### config.mk
export PLATFORM = sky130hd
export DESIGN_NAME = cpu_run_monitor
export DESIGN_NICKNAME = d
export VERILOG_FILES = /design/src/rtl/cpu_run_monitor.sv
export SDC_FILE = /design/constraint.sdc
export NUM_CORES = 1
export LEC_CHECK = 0
export ABC_AREA = 1
export BUFFER_PORTS_ARGS = -buffer_cell sky130_fd_sc_hd__buf_2
export CAP_MARGIN = 10
export CORE_MARGIN = 5
export CORE_UTILIZATION = 49
export CTS_BUF_LIST = sky130_fd_sc_hd__clkbuf_16
export DETAILED_ROUTE_END_ITERATION = 16
export GPL_TIMING_DRIVEN = 1
export PLACE_DENSITY = 0.81
export SLEW_MARGIN = 15
export SYNTH_ARGS = -nofsm -noshare
export SYNTH_HDL_FRONTEND = slang
export SYNTH_SLANG_ARGS = --single-unit
### constraint.sdc
create_clock -name clk_i -period 2.4 [get_ports clk_i]
set_input_delay 0.36 -clock clk_i [delete_from_list [all_inputs] [get_ports clk_i]]
set_output_delay 0.36 -clock clk_i [all_outputs]
set_load 0.005 [all_outputs]
### src/rtl/cpu_run_monitor.sv
// Run monitor: counts CPU cycles until end-of-program or budget timeout, then streams the
// register file and data memory out on a valid/ready dump channel. Define MON_SIGNATURE_EN for sig_o.
module cpu_run_monitor #(
  parameter int unsigned PC_W       = 32,
  parameter int unsigned DATA_W     = 32,
  parameter int unsigned NUM_REGS   = 32,
  parameter int unsigned NUM_MEM    = 32,
  parameter int unsigned HALT_PC    = 128,
  parameter int unsigned MAX_CYCLES = 4096,
  parameter int unsigned CNT_W      = 32,
  localparam int unsigned RfAw      = (NUM_REGS > 1) ? $clog2(NUM_REGS) : 1,
  localparam int unsigned MemAw     = (NUM_MEM > 1) ? $clog2(NUM_MEM) : 1
) (
  input  logic              clk_i,
  input  logic              rst_i,
  input  logic [PC_W-1:0]   pc_next_i,
  output logic [RfAw-1:0]   rf_addr_o,
  input  logic [DATA_W-1:0] rf_data_i,
  output logic [MemAw-1:0]  dm_addr_o,
  input  logic [7:0]        dm_data_i,
  output logic              dump_valid_o,
  input  logic              dump_ready_i,
  output logic [DATA_W-1:0] dump_data_o,
  output logic              dump_tag_o,
  output logic [15:0]       dump_idx_o,
  output logic [CNT_W-1:0]  cycle_count_o,
  output logic              halted_o,
  output logic              timeout_o,
`ifdef MON_SIGNATURE_EN
  output logic              done_o,
  output logic [31:0]       sig_o
`else
  output logic              done_o
`endif
);

  localparam logic [PC_W-1:0]  HaltPc    = PC_W'(HALT_PC);
  localparam logic [CNT_W-1:0] MaxCnt    = CNT_W'(MAX_CYCLES);
  localparam logic [CNT_W-1:0] MaxCntM1  = CNT_W'(MAX_CYCLES - 1);
  localparam bit               TimeoutEn = (MAX_CYCLES != 0);
  localparam logic [15:0]      LastRf    = 16'(NUM_REGS - 1);
  localparam logic [15:0]      LastMem   = 16'(NUM_MEM - 1);

  typedef enum logic [1:0] {StRun, StDumpRf, StDumpMem, StDone} state_e;

  state_e state_q;
  logic   beat;

  assign beat = dump_valid_o & dump_ready_i;

  always_ff @(posedge clk_i) begin
    if (!rst_i) begin
      state_q       <= StRun;
      cycle_count_o <= '0;
      halted_o      <= 1'b0;
      timeout_o     <= 1'b0;
      done_o        <= 1'b0;
      dump_valid_o  <= 1'b0;
      dump_tag_o    <= 1'b0;
      dump_idx_o    <= '0;
    end else begin
      unique case (state_q)
        StRun: begin
          if (cycle_count_o != '1) cycle_count_o <= cycle_count_o + 1'b1;
          // End-of-program takes priority over the budget when both fire together.
          if (pc_next_i > HaltPc) begin
            halted_o     <= 1'b1;
            dump_valid_o <= 1'b1;
            dump_tag_o   <= 1'b0;
            dump_idx_o   <= '0;
            state_q      <= StDumpRf;
          end else if (TimeoutEn && cycle_count_o == MaxCntM1) begin
            cycle_count_o <= MaxCnt;
            halted_o      <= 1'b1;
            timeout_o     <= 1'b1;
            dump_valid_o  <= 1'b1;
            dump_tag_o    <= 1'b0;
            dump_idx_o    <= '0;
            state_q       <= StDumpRf;
          end
        end
        StDumpRf: begin
          if (beat) begin
            if (dump_idx_o == LastRf) begin
              dump_tag_o <= 1'b1;
              dump_idx_o <= '0;
              state_q    <= StDumpMem;
            end else begin
              dump_idx_o <= dump_idx_o + 16'd1;
            end
          end
        end
        StDumpMem: begin
          if (beat) begin
            if (dump_idx_o == LastMem) begin
              dump_valid_o <= 1'b0;
              dump_tag_o   <= 1'b0;
              dump_idx_o   <= '0;
              done_o       <= 1'b1;
              state_q      <= StDone;
            end else begin
              dump_idx_o <= dump_idx_o + 16'd1;
            end
          end
        end
        StDone: begin
        end
      endcase
    end
  end

  // Read ports are combinational, so addresses and payload follow the registered index.
  always_comb begin
    rf_addr_o   = '0;
    dm_addr_o   = '0;
    dump_data_o = '0;
    if (state_q == StDumpRf) begin
      rf_addr_o   = dump_idx_o[RfAw-1:0];
      dump_data_o = rf_data_i;
    end else if (state_q == StDumpMem) begin
      dm_addr_o   = dump_idx_o[MemAw-1:0];
      dump_data_o = DATA_W'(dm_data_i);
    end
  end

`ifdef MON_SIGNATURE_EN
  logic [31:0] fold;

  assign fold = 32'(dump_data_o);

  always_ff @(posedge clk_i) begin
    if (!rst_i) begin
      sig_o <= '0;
    end else if (beat) begin
      sig_o <= {sig_o[30:0], sig_o[31]} ^ fold;
    end
  end
`endif

endmodule

==> impl_metrics.toml <==
[outcome]
outcome = "completed"

[timing]
rsz0062_at_grt = "false"
period_share = 0.883
max_freq_mhz = 472
finalMaxSlewViolations = 0
setup_viol = 0
setup-tns-final_ns = 0
finalClockSkew_ns = 0.0107
min_period_ns = 2.12
fin_hold_ws_ns = 0.372
hold_viol = 0
relSlewSlack = 0.600
worst_slew_pin_slew_ns = 0.600

[job]
maxCapViolations = 0

[floorplanning]
io_pins = 170
start_util = 0.503
core_um2 = 8260
die_w_um = 102
die_area_um2 = 10400
rows = 33
die_y_um = 102

[power]
sw_frac_of_total = 0.425
irDropWorstVdd_v = 0.000380
power_frac_comb = 0.451
pwr-share-clk = 0.227
p_sw_w = 0.00139
intPower_w = 0.00188
power_per_cell_area_nw_per_um2 = 629
sequentialPowerShare = 0.322
leakage_nw = 2.79

[critical_path]
cpPeakStageDelay_ns = 0.33
crit_slowest_cell = "dfxtp_1"
end_kind = "primary output"
cp_num_buf_inv = 3
required_ns = 2.04
cp-start-kind = "flop"
critical_path.top_delay_family = "buffers and inverters"
crit_fanout = 14
crit_arrival_ns = 1.76
crit_type = "flop to primary output"
crit_chain = "inv_1 > ha_2 > clkinv_1 > nand2_1 > nor2_1 > buf_2"

[min_path]
hp-class = "primary input to flop"

[detailed_routing]
viasPerCell = 4.95
drc = 0
antenna_left = 0
drt-wirelength-per-cell_um = 12.5
drtIter0Drc = 313
drtPass1Iterations = 5
num_vias = 4893
wl_mm = 12.4

[yosys]
async_flop_share = 0
syn_nets = 806
syn_inst = 724
yosys_register_bits = 55
synth_area_um2 = 4160
synth-edff-count = 0
ys_warn_count = 0
synthFlopType = "dfxtp_1"
syn_avg_cell_area_um2 = 5.74
ys_types = 35
synth_seq_area_share = 0.265

[global_routing]
grt_usage = 0.227
grt_overflow = 0
grt_pass1_vias = 4365
use_met3 = 0.0321
grt_pass1_wl_mm = 19.6
grt_util_met1 = 0.308
antenna_found_initial = 0
grt_max_degree = 27
busiest_layer = "met2"
met2_usage = 0.379

[clocking]
clock_sinks = 55
postCtsSetupBuffers = 0
cts_made_buffers = 5
clockRootBuffer = "clkbuf_16"
clockBufferDepth = 2
clk_pin_slew_ns = 0.08
h-tree-depth = 2
insertion_delay_ns = 0.30
cts_hold_buf = 0
cts_tree = "built"

[final_layout]
final_cell_mix = "nand2_1 (240), buf_2 (169), nor2_1 (124), inv_1 (92)"
final_common_cell = "nand2_1"
n_antenna_cell = 0
syn2layout_area_growth_pct = 25.1
final_util = 0.630
num-fill-cells = 821
layout-drive-gt1-share = 0.245
final_nets = 965

[placement]
gp_congestion = 0.891
dp_hpwl_mm = 9.84
port_buffers = 169
-- tightest hold or removal path: stages --
cell and delay (ns):
buf_2 0.15, nand2_1 0.08, nor2_1 0.04
-- flip-flops by register name (all words and copies together) (netlist names) --
signal	flops
timeout_o	1
done_o	1
cycle_count_o	32
state_q	2
dump_valid_o	1
dump_tag_o	1
dump_idx_o	16
halted_o	1
-- per-stage QoR --
stage,area (um2),total power (W),instances,setup slack [ns]
finish,5200,0.00327,989,0.280
global route,5200,0.00352,989,0.0950
CTS,5200,0.00327,989,0.122
detailed placement,5050,0.00254,981,0.361
global placement,5050,0.00253,981,0.399
floorplan,4160,0.00213,724,0.615
-- area by class of cell --
cell class / instances / area (um2) / share of cell area
Timing Repair Buffer: 175 / 891 / 0.171
Inverter: 98 / 369 / 0.0710
Multi-Input combinational cell: 548 / 2560 / 0.492
Clock buffer: 5 / 125 / 0.0241
Clock inverter: 3 / 25.0 / 0.00481
Sequential cell: 55 / 1100 / 0.212
Tap cell: 105 / 131 / 0.0253
-- worst paths after layout --
check | start | endpoint | slack [ns] | depth (start not counted)
worst max-delay path | state_q[1] | dm_addr_o[3] | 0.28 | 6
worst min-delay path | rst_i | dump_tag_o | 0.37 | 3
worst max register to register | cycle_count_o[0] | cycle_count_o[12] | 0.30 | 9
worst min register to register | done_o | done_o | 0.47 | 2
-- power groups by stage --
stage	logic [W]	clock network, W	registers, W
finish	0.00148	0.000742	0.00105
global route	0.00167	0.000788	0.00107
CTS	0.00147	0.000750	0.00105
detailed placement	0.00146	0	0.00107
global placement	0.00145	0	0.00107
floorplan	0.00106	0	0.00106
-- synth_stat cells, drive strengths merged (3+ instances only) --
cell / instances / area share
nor2: 133 / 0.13
inv: 96 / 0.087
ha: 7 / 0.021
xnor2: 3 / 0.0063
buf: 6 / 0.014
nand2: 250 / 0.24
a21oi: 30 / 0.037
nor3: 20 / 0.030
o21ai: 12 / 0.014
dfxtp: 55 / 0.26
clkbuf: 17 / 0.018
nand3: 58 / 0.077
nand4: 19 / 0.029
xor2: 12 / 0.027
-- metal layers --
| layer | vias up | routed length, um |
|---|---|---|
| met3 | 13 | 965 |
| met4 | 0 | 112 |
| met1 | 2158 | 5220 |
| met2 | 172 | 6070 |
| li1 | 2550 | - |
| met5 | - | 0 |
-- what timing repair did --
action                                  in CTS  in global routing
endpoints found under the setup margin       0                 11
hold endpoints to repair                     0                  0
resized for setup                            0                  1
-- logic make-up after synthesis --
| family | Yosys count | share of synthesized area |
|---|---|---|
| AO/OA/AOI/OAI | 45 | 0.0569 |
| XOR/XNOR | 15 | 0.0334 |
| adder cells (fa/ha/maj) | 7 | 0.0211 |
| buffers and inverters | 121 | 0.120 |
| flip-flops | 55 | 0.265 |
| AND/OR/NAND/NOR | 481 | 0.504 |
Power figures use the tool's default switching activity.
